===== config.mk =====
export PLATFORM = sky130hd
export DESIGN_NAME = pong_game
export DESIGN_NICKNAME = d
export VERILOG_FILES = /design/src/rtl/pong_pkg.sv /design/src/rtl/btn_sync.sv /design/src/rtl/pong_game.sv
export SDC_FILE = /design/constraint.sdc
export NUM_CORES = 1
export LEC_CHECK = 0
export ABC_AREA = 0
export BUFFER_PORTS_ARGS = -buffer_cell sky130_fd_sc_hd__buf_2
export CORE_MARGIN = 5
export CORE_UTILIZATION = 55
export DETAILED_ROUTE_END_ITERATION = 16
export PLACE_DENSITY = 0.77
export SLEW_MARGIN = 20
export SYNTH_ARGS = -nofsm -noshare
export SYNTH_HDL_FRONTEND = slang
export SYNTH_SLANG_ARGS = --single-unit

===== constraint.sdc =====
create_clock -name clk -period 4.9 [get_ports clk]
set_input_delay 0.98 -clock clk [delete_from_list [all_inputs] [get_ports clk]]
set_output_delay 0.98 -clock clk [all_outputs]
set_load 0.05 [all_outputs]

===== src/rtl/pong_pkg.sv =====
// Shared Pong definitions: game states, default geometry and the debug view
// of the game state exported by pong_game.
package pong_pkg;

  typedef enum logic [1:0] {
    SERVE     = 2'd0,
    PLAY      = 2'd1,
    GAME_OVER = 2'd2
  } game_state_t;

  localparam int DEF_WIDTH        = 640;
  localparam int DEF_HEIGHT       = 480;
  localparam int DEF_PADDLE_W     = 8;
  localparam int DEF_PADDLE_H     = 64;
  localparam int DEF_PADDLE_XL    = 16;
  localparam int DEF_PADDLE_XR    = 616;
  localparam int DEF_BALL         = 8;
  localparam int DEF_BALL_SPEED   = 2;
  localparam int DEF_PADDLE_SPEED = 4;
  localparam int DEF_SERVE_FRAMES = 60;
  localparam int DEF_SCORE_MAX    = 9;

  // Snapshot of the game FSM and object positions; dx/dy are 1 for the
  // positive direction (right/down).
  typedef struct packed {
    game_state_t state;
    logic [7:0]  serve_cnt;
    logic [9:0]  ball_x;
    logic [9:0]  ball_y;
    logic        ball_dx;
    logic        ball_dy;
    logic [9:0]  pad_l;
    logic [9:0]  pad_r;
  } pong_dbg_t;

endpackage


===== src/rtl/btn_sync.sv =====
// Two-flop synchroniser for an asynchronous button input.
module btn_sync (
  input  logic clk,
  input  logic reset,
  input  logic d,
  output logic q
);

  logic meta;

  always_ff @(posedge clk or posedge reset) begin
    if (reset) begin
      meta <= 1'b0;
      q    <= 1'b0;
    end else begin
      meta <= d;
      q    <= meta;
    end
  end

endmodule


===== src/rtl/pong_game.sv =====
// Pong game logic and pixel generator: per-frame paddle/ball/score update
// and combinational colour for the current VGA pixel.
module pong_game
  import pong_pkg::*;
#(
  parameter int WIDTH        = DEF_WIDTH,
  parameter int HEIGHT       = DEF_HEIGHT,
  parameter int PADDLE_W     = DEF_PADDLE_W,
  parameter int PADDLE_H     = DEF_PADDLE_H,
  parameter int PADDLE_XL    = DEF_PADDLE_XL,
  parameter int PADDLE_XR    = DEF_PADDLE_XR,
  parameter int BALL         = DEF_BALL,
  parameter int BALL_SPEED   = DEF_BALL_SPEED,
  parameter int PADDLE_SPEED = DEF_PADDLE_SPEED,
  parameter int SERVE_FRAMES = DEF_SERVE_FRAMES,
  parameter int SCORE_MAX    = DEF_SCORE_MAX
) (
  input  logic       clk,
  input  logic       reset,
  input  logic [9:0] x,
  input  logic [9:0] y,
  input  logic       vsync,
  input  logic       btn_l_up,
  input  logic       btn_l_dn,
  input  logic       btn_r_up,
  input  logic       btn_r_dn,
  input  logic       btn_start,
  output logic [3:0] red,
  output logic [3:0] green,
  output logic [3:0] blue,
  output logic [3:0] score_l,
  output logic [3:0] score_r,
  output logic       game_over,
  output pong_dbg_t  dbg
);

  // 11-bit constants so every position compare/add is overflow-free.
  localparam logic [10:0] W11      = 11'(WIDTH);
  localparam logic [10:0] H11      = 11'(HEIGHT);
  localparam logic [10:0] PW11     = 11'(PADDLE_W);
  localparam logic [10:0] PH11     = 11'(PADDLE_H);
  localparam logic [10:0] XL11     = 11'(PADDLE_XL);
  localparam logic [10:0] XR11     = 11'(PADDLE_XR);
  localparam logic [10:0] B11      = 11'(BALL);
  localparam logic [10:0] BS11     = 11'(BALL_SPEED);
  localparam logic [10:0] PS11     = 11'(PADDLE_SPEED);
  localparam logic [10:0] PMAX11   = 11'(HEIGHT - PADDLE_H);
  localparam logic [10:0] LINE_X0  = 11'(WIDTH / 2 - 1);
  localparam logic [10:0] LINE_X1  = 11'(WIDTH / 2);
  localparam logic [9:0]  BX_C     = 10'((WIDTH - BALL) / 2);
  localparam logic [9:0]  BY_C     = 10'((HEIGHT - BALL) / 2);
  localparam logic [9:0]  PAD_INIT = 10'((HEIGHT - PADDLE_H) / 2);
  localparam logic [7:0]  SERVE_LAST = 8'(SERVE_FRAMES - 1);
  localparam logic [3:0]  SMAX     = 4'(SCORE_MAX);

  logic l_up, l_dn, r_up, r_dn, start;

  btn_sync u_sync_l_up  (.clk(clk), .reset(reset), .d(btn_l_up),  .q(l_up));
  btn_sync u_sync_l_dn  (.clk(clk), .reset(reset), .d(btn_l_dn),  .q(l_dn));
  btn_sync u_sync_r_up  (.clk(clk), .reset(reset), .d(btn_r_up),  .q(r_up));
  btn_sync u_sync_r_dn  (.clk(clk), .reset(reset), .d(btn_r_dn),  .q(r_dn));
  btn_sync u_sync_start (.clk(clk), .reset(reset), .d(btn_start), .q(start));

  logic vsync_q;
  logic tick;

  always_ff @(posedge clk or posedge reset) begin
    if (reset) vsync_q <= 1'b1;
    else       vsync_q <= vsync;
  end

  assign tick = vsync_q & ~vsync;

  game_state_t state;
  logic [7:0]  serve_cnt;
  logic [9:0]  ball_x, ball_y, pad_l, pad_r;
  logic        dx, dy;

  logic [10:0] bx, by, pl, pr;
  assign bx = {1'b0, ball_x};
  assign by = {1'b0, ball_y};
  assign pl = {1'b0, pad_l};
  assign pr = {1'b0, pad_r};

  logic [9:0] pad_l_nxt, pad_r_nxt;

  always_comb begin
    pad_l_nxt = pad_l;
    pad_r_nxt = pad_r;
    if (l_up && !l_dn)
      pad_l_nxt = (pl < PS11) ? 10'd0 : 10'(pl - PS11);
    else if (l_dn && !l_up)
      pad_l_nxt = (pl + PS11 > PMAX11) ? 10'(PMAX11) : 10'(pl + PS11);
    if (r_up && !r_dn)
      pad_r_nxt = (pr < PS11) ? 10'd0 : 10'(pr - PS11);
    else if (r_dn && !r_up)
      pad_r_nxt = (pr + PS11 > PMAX11) ? 10'(PMAX11) : 10'(pr + PS11);
  end

  logic [9:0] ball_x_nxt, ball_y_nxt;
  logic       dx_nxt, dy_nxt;
  logic       ovl_l, ovl_r, hit_l, hit_r, miss_l, miss_r;

  // Collisions are judged against the paddle positions held before this tick.
  always_comb begin
    ovl_l  = (by < pl + PH11) && (pl < by + B11);
    ovl_r  = (by < pr + PH11) && (pr < by + B11);
    hit_l  = !dx && (bx >= XL11 + PW11) && (bx - BS11 <= XL11 + PW11) && ovl_l;
    hit_r  = dx && (bx + B11 <= XR11) && (bx + B11 + BS11 >= XR11) && ovl_r;
    miss_l = !dx && (bx < BS11);
    miss_r = dx && (bx + B11 + BS11 > W11);

    dy_nxt = dy;
    if (!dy && by < BS11) begin
      ball_y_nxt = 10'd0;
      dy_nxt     = 1'b1;
    end else if (dy && by + B11 + BS11 > H11) begin
      ball_y_nxt = 10'(H11 - B11);
      dy_nxt     = 1'b0;
    end else begin
      ball_y_nxt = dy ? 10'(by + BS11) : 10'(by - BS11);
    end

    dx_nxt = dx;
    if (hit_l) begin
      ball_x_nxt = 10'(XL11 + PW11);
      dx_nxt     = 1'b1;
    end else if (hit_r) begin
      ball_x_nxt = 10'(XR11 - B11);
      dx_nxt     = 1'b0;
    end else begin
      ball_x_nxt = dx ? 10'(bx + BS11) : 10'(bx - BS11);
    end
  end

  always_ff @(posedge clk or posedge reset) begin
    if (reset) begin
      state     <= SERVE;
      serve_cnt <= 8'd0;
      pad_l     <= PAD_INIT;
      pad_r     <= PAD_INIT;
      ball_x    <= BX_C;
      ball_y    <= BY_C;
      dx        <= 1'b1;
      dy        <= 1'b1;
      score_l   <= 4'd0;
      score_r   <= 4'd0;
      game_over <= 1'b0;
    end else if (tick) begin
      case (state)
        SERVE: begin
          pad_l  <= pad_l_nxt;
          pad_r  <= pad_r_nxt;
          ball_x <= BX_C;
          ball_y <= BY_C;
          if (serve_cnt == SERVE_LAST) begin
            serve_cnt <= 8'd0;
            state     <= PLAY;
          end else begin
            serve_cnt <= serve_cnt + 8'd1;
          end
        end
        PLAY: begin
          pad_l <= pad_l_nxt;
          pad_r <= pad_r_nxt;
          if (miss_l || miss_r) begin
            // The ball re-serves toward whoever just conceded.
            ball_x <= BX_C;
            ball_y <= BY_C;
            dx     <= miss_r;
            if (miss_l) score_r <= score_r + 4'd1;
            else        score_l <= score_l + 4'd1;
            if ((miss_l ? score_r : score_l) + 4'd1 == SMAX) begin
              state     <= GAME_OVER;
              game_over <= 1'b1;
            end else begin
              state <= SERVE;
            end
          end else begin
            ball_x <= ball_x_nxt;
            ball_y <= ball_y_nxt;
            dx     <= dx_nxt;
            dy     <= dy_nxt;
          end
        end
        GAME_OVER: begin
          if (start) begin
            score_l   <= 4'd0;
            score_r   <= 4'd0;
            ball_x    <= BX_C;
            ball_y    <= BY_C;
            dx        <= 1'b1;
            state     <= SERVE;
            game_over <= 1'b0;
          end
        end
        default: state <= SERVE;
      endcase
    end
  end

  logic [10:0] px, py;
  logic        offscreen, on_ball, on_pad, on_line;

  assign px        = {1'b0, x};
  assign py        = {1'b0, y};
  assign offscreen = (px >= W11) || (py >= H11);
  assign on_ball   = (px >= bx) && (px < bx + B11) && (py >= by) && (py < by + B11);
  assign on_pad    = ((px >= XL11) && (px < XL11 + PW11) && (py >= pl) && (py < pl + PH11)) ||
                     ((px >= XR11) && (px < XR11 + PW11) && (py >= pr) && (py < pr + PH11));
  assign on_line   = ((px == LINE_X0) || (px == LINE_X1)) && !y[4];

  always_comb begin
    red   = 4'h0;
    green = 4'h0;
    blue  = 4'h0;
    if (!offscreen) begin
      if (on_ball || on_pad) begin
        red   = 4'hF;
        green = 4'hF;
        blue  = 4'hF;
      end else if (on_line) begin
        red   = 4'h8;
        green = 4'h8;
        blue  = 4'h8;
      end else if (state == GAME_OVER) begin
        red = 4'h4;
      end
    end
  end

  always_comb begin
    dbg.state     = state;
    dbg.serve_cnt = serve_cnt;
    dbg.ball_x    = ball_x;
    dbg.ball_y    = ball_y;
    dbg.ball_dx   = dx;
    dbg.ball_dy   = dy;
    dbg.pad_l     = pad_l;
    dbg.pad_r     = pad_r;
  end

endmodule


Word-level counts from Yosys, hierarchy flattened
Index checks and enable logic that the tools add are counted.
Word-level totals
  register bits after elaboration: 72
  input port bits: 28
  output and inout bits: 73
  word-level logic and storage cells: 193
Operators by class
  add/sub/neg operators: 18
  order comparisons: 30
  eq/ne operators: 13
  muxes and demuxes: 52
  bitwise logic cells: 3
  reductions and logical operators: 55
Operator list (number)
  $mux 10: 18
  $lt 10x11->1: 8
  $pmux 10 s3: 2
  $mux 4: 12
  $ge 10x10->1: 4
  $gt 11x9->1 const B: 3
  $logic_and 1x1->1: 26
  $add 10x3->11 const B: 2
  $add 10x4->11 const B: 2
  $add 10x7->11 const B: 2
  $add 11x2->11 const B: 2
  $add 10x2->10 const B: 2
  $eq 10x9->1 const B: 2
  $ge 10x10->1 const B: 2
  $ge 10x5->1 const B: 2
  $lt 10x2->1 const B: 2
  $lt 10x3->1 const B: 2
  $sub 10x3->10 const B: 2
  $pmux 4 s2: 2
  $reduce_and 5->1: 3
  $add 4x1->4 const B: 3
  $reduce_and 4->1: 3
  $ge 11x10->1 const B: 1
  $gt 11x10->1 const B: 1
  31 further kinds: 63

Depth between registers and ports, before layout
Gate-level depths: netlist of run 1.
  depth in word-level cells: 9
  depth in mapped cells: 13
  mapped depth without buffers: 12

Modules after synthesis
Synthesis of run 1 repeated with hierarchy kept, for this count alone.
Second synthesis, totals
  cell total of the unflattened synthesis: 906
  area total of the unflattened synthesis: 7329.5 um2
By module, submodules not included
  pong_game: instances 1, cells each 891, area each 7060.5 um2, seq. area each 1425.1 um2
  btn_sync: instances 5, cells each 3, area each 53.8 um2, seq. area each 50.0 um2

Least setup slack after synthesis of run 1
OpenSTA, ideal clock, no wires.
  path kind: register to output
  from: reg ball_x[3]
  to: out blue[1]
  arrival time: 4.267 ns
  data required time: 3.920 ns
  slack: -0.347 ns
  cell stages (with the launch flop): 13
  cell sequence: dfstp_2 ha_1 nand3_2 xnor2_1 inv_1 ha_1 nor2b_1 a2111oi_0 a222oi_1 nor2_1 nand4_1 a21oi_1 buf_4
On the way
  cells in the longest elaborated chain, start to end: 8
  elaborated cells on any way between the ends: 9
RTL lines
  from (decl): line pong_game.sv:76  | logic [9:0] ball_x, ball_y, pad_l, pad_r;
  from (signal assigned): line pong_game.sv:180  | ball_x <= ball_x_nxt;
  $add 10x4->11: line pong_game.sv:208  | assign on_ball = (px >= bx) && (px < bx + B11) && (py >= by) && (py < by + B11);
  $lt 10x11->1: line pong_game.sv:208
  $logic_and 1x1->1 * (3 in series): line pong_game.sv:208
  $logic_or 1x1->1 *: line pong_game.sv:218  | if (on_ball || on_pad) begin
  $mux 4 *: line pong_game.sv:218
  $mux 4 *: line pong_game.sv:217  | if (!offscreen) begin
  to (decl): line pong_game.sv:30  | output logic [3:0] blue,
Mark *: on every way between the ends. The rest lies on a longest branch, timed or not.

Worst setup path in the final report of run 1
  from: reg ball_x[4]
  to: out blue[2]
The elaborated chain is that of the path after synthesis.

==> metrics.yaml, run 1 <==
power_and_ir_drop:
  total_leakage_power_nw: 3.68
  p_total_mw: 2.63
  p_per_area_mw_per_mm2: 320
  peakVddDrop_uv: 276
grt:
  grt_max_degree: 35
  grt_pass1_wl_um: 33800
  grt_pass1_vias: 6747
  grt-ovfl-total: 0
  grt_use_total_pct: 25.8
  antenna_found_initial: 0
cells_and_area:
  final_cell_mix: "116 x ha_1, 85 x buf_2, 77 x nand2_1"
  final_common_cell: "ha_1"
  n_fill_cell: 1228
  layout.cells.non_filler: 1156
  antenna_cells: 0
  fin_util_pct: 62.4
  final_area_mm2: 0.00823
  drive_above_1_share_pct: 16.9
  nets: 1120
  area.growth.synth_to_final_pct: 11.7
sta:
  finalMaxSlewViolations: 0
  worstMarginPinSlew_ns: 1.02
  hold_viol: 0
  final.setup.tns_ns: 0
  max_freq_mhz: 217
  timing.final.crit_period_ns: 4.61
  worst_clock_skew_ns: 0.00828
  grt_setup_unrepaired: "false"
  fin_crit_sh_pct: 94.1
  slew_headroom_pct: 31.7
  setup_violations: 0
worst_setup_path:
  critPathKind: "register to primary output"
  crit_arrival_ns: 3.63
  path_max_fanout: 8
  start_kind: "register"
  cp.required_ns: 3.92
  endpoint_kind: "primary output"
synth:
  synthFlopType: "dfrtp_1"
  yosys.area.top_type: "ha_1"
  syn_area_per_cell_um2: 8.15
  yosysSeqAreaShare_pct: 22.7
  ys_seq_elements: 66
  synth-edff-count: 0
  syn_area_mm2: 0.00737
  synthTopCellsByArea: "ha_1 20%, dfrtp_1 16%, dfstp_2 6.8%, o21ai_0 5.0%, nand2_1 3.9%"
  synth-async-reset-ratio_pct: 100
  syn-instance-count: 904
  synth_top_area_share_pct: 19.9
  synth.distinct_cells: 83
  synth_warnings: 0
route:
  first_pass_iters: 5
  wl_per_cell_um: 18.1
  drc: 0
  drtIter0Drc: 701
  drt_wl_total_um: 20900
  ant_nets: 0
  drt-vias-per-instance: 6.30
  via_count: 7281
floorplan:
  dieHeight_um: 126
  placeableCoreArea_mm2: 0.0132
  die_w_um: 126
  pin_count: 101
  initial_core_util_pct: 55.8
  dieArea_mm2: 0.0158
  rows: 42
clock_tree:
  cts_tree: "built"
  cts_root_buf: "clkbuf_16"
  clk_pin_slew_ns: 0.06
  clk_path_buf_depth: 2
  htreeDepth: 3
  cts_buffers: 9
  clock_sinks: 66
  clk_latency_ns: 0.34
min_path:
  hold_path_class: "register to register"
placement:
  routabilityCongestion: 0.918
  dp_hpwl_um: 15700
  dp.cells: 1135
  portBuffers: 93
  dpl_cell_area_mm2: 0.00787
flow_run:
  cap_violations: 0
run_status:
  outcome: "finished clean"
[repair_timing]
action | 4_1_cts | 5_1_grt
buffers inserted | 0 | 5
gates resized for setup | 0 | 12
setup endpoints to repair | 0 | 12
hold buffers | 0 | 0
[sequential cells by signal (all words and copies together), names as in the netlist, 2 cells and up]
signal	count
pad_r	8
score_l	4
score_r	4
ball_y	9
ball_x	9
state	2
pad_l	8
serve_cnt	8
[synth_stat cells (all sizes together), types with 7 or more instances]
library cell,number
ha,117
nand2,78
o21ai,73
inv,63
a21oi,52
nor2,49
dfrtp,47
nand3,40
clkbuf,28
nor3,24
buf,22
dfstp,19
xnor2,19
a31oi,18
o21a,16
nand4,15
a211oi,14
nor4,12
o211ai,11
and3,10
o22ai,10
or3,10
a21o,9
nand2b,9
a221oi,7
o2111ai,7
o31ai,7
[where the power goes]
part           switching [mW]  leakage (nW)  total [mW]  internal (mW)
registers               0.184         0.803       0.817          0.633
clock network           0.257         0.136       0.616          0.359
logic                   0.785          2.74        1.20          0.415
total                    1.23          3.68        2.63           1.41
[worst max-delay path: stages, from the launching register on]
cell and delay (ns):
dfstp_2 0.60, ha_2 0.26, nand3_2 0.17, xnor2_1 0.25, inv_1 0.12, ha_1 0.30
nor2b_1 0.14, a2111oi_1 0.36, a222oi_1 0.16, nor2_1 0.13, nand4_1 0.22, a21oi_4 0.30
clkbuf_4 0.28
[metrics by stage]
stage | worst slack, ns | hold WS [ns]
after floorplan | 0.0128 | 0.331
after global placement | 0.524 | 0.333
after detailed placement | 0.474 | 0.336
after CTS | 0.101 | 0.348
after global routing | 0.0136 | 0.354
final | 0.290 | 0.346
[final timing paths]
| kind | startpoint | end | slack [ns] | cells past startpoint |
|---|---|---|---|---|
| setup / recovery | ball_x[4] | blue[2] | 0.29 | 12 |
| hold / removal | u_sync_start.meta | u_sync_start.q | 0.35 | 0 |
| setup reg to reg | ball_y[3] | dx | 0.84 | 12 |
| hold reg to reg | u_sync_start.meta | u_sync_start.q | 0.35 | 0 |
| max in group asynchronous | reset | dx | 3.23 | 3 |
| min in group asynchronous | reset | ball_y[1] | 0.75 | 2 |
[per-layer routing]
| metal | global-route usage (%) | vias to the layer above | share of wire [%] | routed length [um] |
|---|---|---|---|---|
| li1 | - | 3540 | - | - |
| met1 | 32.9 | 3419 | 42 | 8810 |
| met2 | 43.5 | 271 | 48 | 10100 |
| met3 | 4.57 | 51 | 6.3 | 1310 |
| met4 | 10.3 | 0 | 3.2 | 660 |
| met5 | 0 | - | 0 | 0 |
[layout make-up]
type / instances / area, um^2 / share of cell area [%]
timing repair buffer: 105 / 576 / 7.00
clock inverter: 5 / 38.8 / 0.471
multi-input combinational: 729 / 5240 / 63.6
clock buffer: 11 / 243 / 2.95
sequential: 66 / 1680 / 20.4
inverter: 64 / 240 / 2.92
tap: 176 / 220 / 2.68
[logic make-up after synthesis]
kind of cell             after synthesis  share of synthesized area [%]
adder cells (fa/ha/maj)              117                           19.9
AO/OA/AOI/OAI                        287                           26.0
flip-flops                            66                           22.7
multiplexers                           9                           1.32
other                                  1                         0.0509
XOR/XNOR                              24                           3.33
AND/OR/NAND/NOR                      286                           19.8
buffers and inverters                114                           6.83
No activity file was read; power rests on OpenSTA's default activity.
==> run 2, diff against run 1 <==
--- a/config.mk
+++ b/config.mk
@@ -8,9 +8,8 @@
 export ABC_AREA = 0
 export BUFFER_PORTS_ARGS = -buffer_cell sky130_fd_sc_hd__buf_2
 export CORE_MARGIN = 5
-export CORE_UTILIZATION = 55
+export CORE_UTILIZATION = 38
 export DETAILED_ROUTE_END_ITERATION = 16
-export PLACE_DENSITY = 0.77
 export SLEW_MARGIN = 20
 export SYNTH_ARGS = -nofsm -noshare
 export SYNTH_HDL_FRONTEND = slang
==> metrics.yaml, run 2 (same netlist as run 1, synthesis figures left out) <==
clock_tree:
  cts_buffers: 9
  cts_tree: "built"
  clock_sinks: 66
  ctsHoldBuffers: 0
  cts_root_buf: "clkbuf_16"
  clk_pin_slew_ns: 0.06
  clk_latency_ns: 0.35
  clk_path_buf_depth: 2
  htreeDepth: 3
sta:
  setup_violations: 0
  worst_clock_skew_ns: 0.0123
  worstMarginPinSlew_ns: 0.872
  finalMaxSlewViolations: 0
  hold_viol: 0
  slew_headroom_pct: 41.9
  grt_setup_unrepaired: "false"
  final.setup.tns_ns: 0
  timing.final.crit_period_ns: 4.70
  max_freq_mhz: 213
  fin_crit_sh_pct: 95.9
floorplan:
  dieArea_mm2: 0.0223
  placeableCoreArea_mm2: 0.0193
  die_w_um: 149
  rows: 51
  initial_core_util_pct: 38.2
  dieHeight_um: 149
  pin_count: 101
grt:
  grt-ovfl-total: 0
  grt_pass1_vias: 6632
  grt_use_total_pct: 19.4
  grt_max_degree: 36
  antenna_found_initial: 0
  grt_pass1_wl_um: 35000
flow_run:
  cap_violations: 0
placement:
  dp_hpwl_um: 16900
  portBuffers: 93
  routabilityCongestion: 0.911
route:
  ant_nets: 0
  drc: 0
  via_count: 7254
  drtIter0Drc: 544
  drt-vias-per-instance: 5.82
  wl_per_cell_um: 17.8
  first_pass_iters: 7
  drt_wl_total_um: 22100
worst_setup_path:
  critPathKind: "register to primary output"
  endpoint_kind: "primary output"
  path_max_fanout: 18
  start_kind: "register"
  crit_arrival_ns: 3.72
  cp.required_ns: 3.92
run_status:
  outcome: "finished clean"
power_and_ir_drop:
  p_total_mw: 2.69
  total_leakage_power_nw: 3.69
  peakVddDrop_uv: 270
  p_per_area_mw_per_mm2: 321
cells_and_area:
  drive_above_1_share_pct: 17.0
  area.growth.synth_to_final_pct: 13.6
  final_common_cell: "ha_1"
  nets: 1121
  antenna_cells: 0
  final_cell_mix: "116 x ha_1, 85 x buf_2, 77 x nand2_1"
  reg_top3: "ball_x (9), ball_y (9)"
min_path:
  hold_path_class: "register to register"
-- run 2: cell count changes in the layout (fill, tap and decap cells not counted), sizes merged --
cell,previous run,this run
buf,97,98
bufinv,0,1
clkbuf,19,18
clkinv,4,3
clkinvlp,1,2
-- run 2: per-layer routing --
layer | global-route usage (%) | wire length (um)
met2 | 32.2 | 10500
met4 | 4.49 | 346
met1 | 26.1 | 10000
met5 | 0 | 0
met3 | 3.71 | 1320
-- run 2: cell type report --
class | count | area [um^2]
inverter | 64 | 240
fill | 1942 | 10900
tap | 265 | 332
sequential | 66 | 1680
clock buffer | 10 | 229
clock inverter | 6 | 67.6
multi-input combinational | 729 | 5230
timing repair buffer | 106 | 583
-- run 2: critical path, stage by stage, from the launching register on --
cell and delay [ns]:
dfstp_4 0.73, ha_1 0.29, nand3_1 0.21, xnor2_1 0.27, ha_1 0.27, o21a_1 0.18, o21ai_0 0.18, a21oi_1 0.06
o21ai_0 0.25, nand4_1 0.29, a21oi_4 0.34, clkbuf_4 0.29
-- run 2: per-stage QoR --
| stage | cells | instance area (um^2) | util [%] | setup slack (ns) | hold slack, ns |
|---|---|---|---|---|---|
| 6_report | 1246 | 8360 | 43.4 | 0.201 | 0.352 |
| 5_1_grt | 1246 | 8360 | 43.4 | 0.00593 | 0.365 |
| 4_1_cts | 1244 | 8320 | 43.2 | 0.0638 | 0.354 |
| 3_5_place_dp | 1228 | 8010 | 41.6 | 0.366 | 0.337 |
| 3_3_place_gp | 1228 | 8010 | 41.6 | 0.420 | 0.335 |
| 2_1_floorplan | 909 | 7390 | - | 0.0128 | 0.331 |
-- run 2: where the power goes --
group,switching [mW],total (mW),internal [mW]
sequential,0.191,0.824,0.633
clock,0.270,0.666,0.396
combinational,0.782,1.20,0.414
total,1.24,2.69,1.44
-- run 2: timing repair --
item,4_1_cts,5_1_grt
resized for setup,2,10
endpoints found under the setup margin,8,12
setup buffers,0,2
pin swaps,0,1
-- run 2: worst paths after layout --
path                                         from              to  slack (ns)  cells after the start
worst max-delay path                    ball_y[3]        green[1]        0.20                     11
worst min-delay path            u_sync_start.meta  u_sync_start.q        0.35                      0
worst max register to register          ball_y[3]              dx        0.83                     12
worst min register to register  u_sync_start.meta  u_sync_start.q        0.35                      0
max in group asynchronous                   reset       ball_x[3]        3.21                      3
min in group asynchronous                   reset    serve_cnt[5]        0.73                      2
==> run 3, diff against run 2 <==
--- a/config.mk
+++ b/config.mk
@@ -10,6 +10,7 @@
 export CORE_MARGIN = 5
 export CORE_UTILIZATION = 38
 export DETAILED_ROUTE_END_ITERATION = 16
+export RECOVER_POWER = 50
 export SLEW_MARGIN = 20
 export SYNTH_ARGS = -nofsm -noshare
 export SYNTH_HDL_FRONTEND = slang
==> metrics.yaml, run 3 (same netlist as run 1, synthesis figures left out) <==
run_status:
  outcome: "finished with violations"
  violations: "max-capacitance violations, max-slew violations"
clock_tree:
  cts_buffers: 9
  clk_path_buf_depth: 2
  htreeDepth: 3
  cts_root_buf: "clkbuf_16"
  cts_tree: "built"
  clk_pin_slew_ns: 0.06
  ctsHoldBuffers: 0
  clock_sinks: 66
  clk_latency_ns: 0.35
placement:
  routabilityCongestion: 0.911
  dp_hpwl_um: 16900
  portBuffers: 93
  dpl_cell_area_mm2: 0.00801
  dp.cells: 1228
cells_and_area:
  nets: 1121
  area.growth.synth_to_final_pct: 13.2
  drive_above_1_share_pct: 15.3
  layout.cells.non_filler: 1246
  final_cell_mix: "116 x ha_1, 77 x nand2_1, 73 x o21ai_0"
  fin_util_pct: 43.3
  final_common_cell: "ha_1"
  antenna_cells: 0
  multi_input_area_mm2: 0.00523
  n_fill_cell: 1955
  reg_top3: "ball_x (9), ball_y (9)"
  final_area_mm2: 0.00834
  seqCellArea_mm2: 0.00168
sta:
  slew_headroom_pct: -25.6
  max_freq_mhz: 213
  fin_crit_sh_pct: 95.8
  timing.final.crit_period_ns: 4.69
  worst_clock_skew_ns: 0.0114
  holdWs_ns: 0.352
  worstMarginPinSlew_ns: 1.88
  finalMaxSlewViolations: 36
  grt_setup_unrepaired: "false"
  final.setup.tns_ns: 0
  hold_viol: 0
  setup_violations: 0
power_and_ir_drop:
  peakVddDrop_uv: 262
  total_leakage_power_nw: 3.63
  p_comb_share_pct: 44.5
  swShare_pct: 46.3
  p_per_area_mw_per_mm2: 321
  p_clk_share_pct: 24.7
  power_switching_mw: 1.24
  seqPwrFrac_pct: 30.7
  p_int_mw: 1.44
worst_setup_path:
  critPathSlowestCell: "dfstp_4"
  cp.required_ns: 3.92
  path_max_fanout: 18
  start_kind: "register"
  crit_arrival_ns: 3.71
  path_cells: "ha_1, nand3_1, xnor2_1, ha_1, o21a_1, o21ai_0, a21oi_1, o21ai_0, nand4_1, a21oi_4, clkbuf_4"
  critPathKind: "register to primary output"
  endpoint_kind: "primary output"
  max_stage_delay_ns: 0.73
floorplan:
  dieHeight_um: 149
  die_w_um: 149
  pin_count: 101
  dieArea_mm2: 0.0223
  rows: 51
  initial_core_util_pct: 38.2
  placeableCoreArea_mm2: 0.0193
route:
  drc: 0
  wl_per_cell_um: 17.8
  drtIter0Drc: 528
  ant_nets: 0
  first_pass_iters: 5
  via_count: 7233
  drt_wl_total_um: 22100
  drt-vias-per-instance: 5.80
grt:
  grt_pass1_vias: 6632
  grt_pass1_wl_um: 35000
  grt_max_degree: 36
  grt_use_total_pct: 19.4
  antenna_found_initial: 0
  grt-ovfl-total: 0
min_path:
  hold_path_class: "register to register"
flow_run:
  cap_violations: 1
[run 3: metrics by stage]
| step | total power [mW] | setup WS [ns] |
|---|---|---|
| 2_1_floorplan | 1.70 | 0.0128 |
| 3_3_place_gp | 2.01 | 0.420 |
| 3_5_place_dp | 2.02 | 0.366 |
| 4_1_cts | 2.70 | 0.0638 |
| 5_1_grt | 2.88 | 0.00593 |
| 6_report | 2.68 | 0.206 |
[run 3: repair_timing]
action / 4_1_cts / 5_1_grt
setup buffers: 0 / 2
gates resized for setup: 2 / 10
hold endpoints to repair: 0 / 0
pin swaps: 0 / 1
endpoints found under the setup margin: 8 / 12
[run 3: routing by layer]
layer / part of all wire (%) / vias up / GRT usage, %
li1: - / 3531 / -
met1: 45 / 3408 / 26.1
met2: 47 / 269 / 32.2
met3: 6.4 / 25 / 3.71
met4: 1.5 / 0 / 4.49
met5: 0 / - / 0
[run 3: area by class of cell]
class | count | area share (%)
Clock buffer | 10 | 2.74
Multi-Input combinational cell | 729 | 62.7
Tap cell | 265 | 3.97
Timing Repair Buffer | 106 | 6.72
Sequential cell | 66 | 20.1
Clock inverter | 6 | 0.810
Inverter | 64 | 2.88
[run 3: power groups by stage]
| stage | clock [mW] | combinational [mW] | sequential, mW |
|---|---|---|---|
| 2_1_floorplan | 0 | 0.735 | 0.963 |
| 3_3_place_gp | 0 | 1.18 | 0.831 |
| 3_5_place_dp | 0 | 1.19 | 0.828 |
| 4_1_cts | 0.683 | 1.20 | 0.820 |
| 5_1_grt | 0.707 | 1.33 | 0.845 |
| 6_report | 0.663 | 1.19 | 0.824 |
[run 3: critical path, delay by kind of cell, from the launching register on]
family / cells / cell delay, ns
and+or+nand+nor: 2 / 0.50
DFF: 1 / 0.73
xor gates and xnor gates: 1 / 0.27
adders and majority gates: 2 / 0.56
buffers and inverters: 1 / 0.29
AOI/OAI and AO/OA: 5 / 1.01
[run 3: path summary, 6_finish.rpt]
check                            endpoint  cells after the start  slack [ns]              start
setup / recovery                 green[1]                     11        0.21          ball_y[3]
hold / removal             u_sync_start.q                      0        0.35  u_sync_start.meta
setup reg to reg                       dx                     12        0.84          ball_y[3]
hold reg to reg            u_sync_start.q                      0        0.35  u_sync_start.meta
max in group asynchronous       ball_y[9]                      3        1.57              reset
min in group asynchronous    serve_cnt[5]                      2        0.97              reset
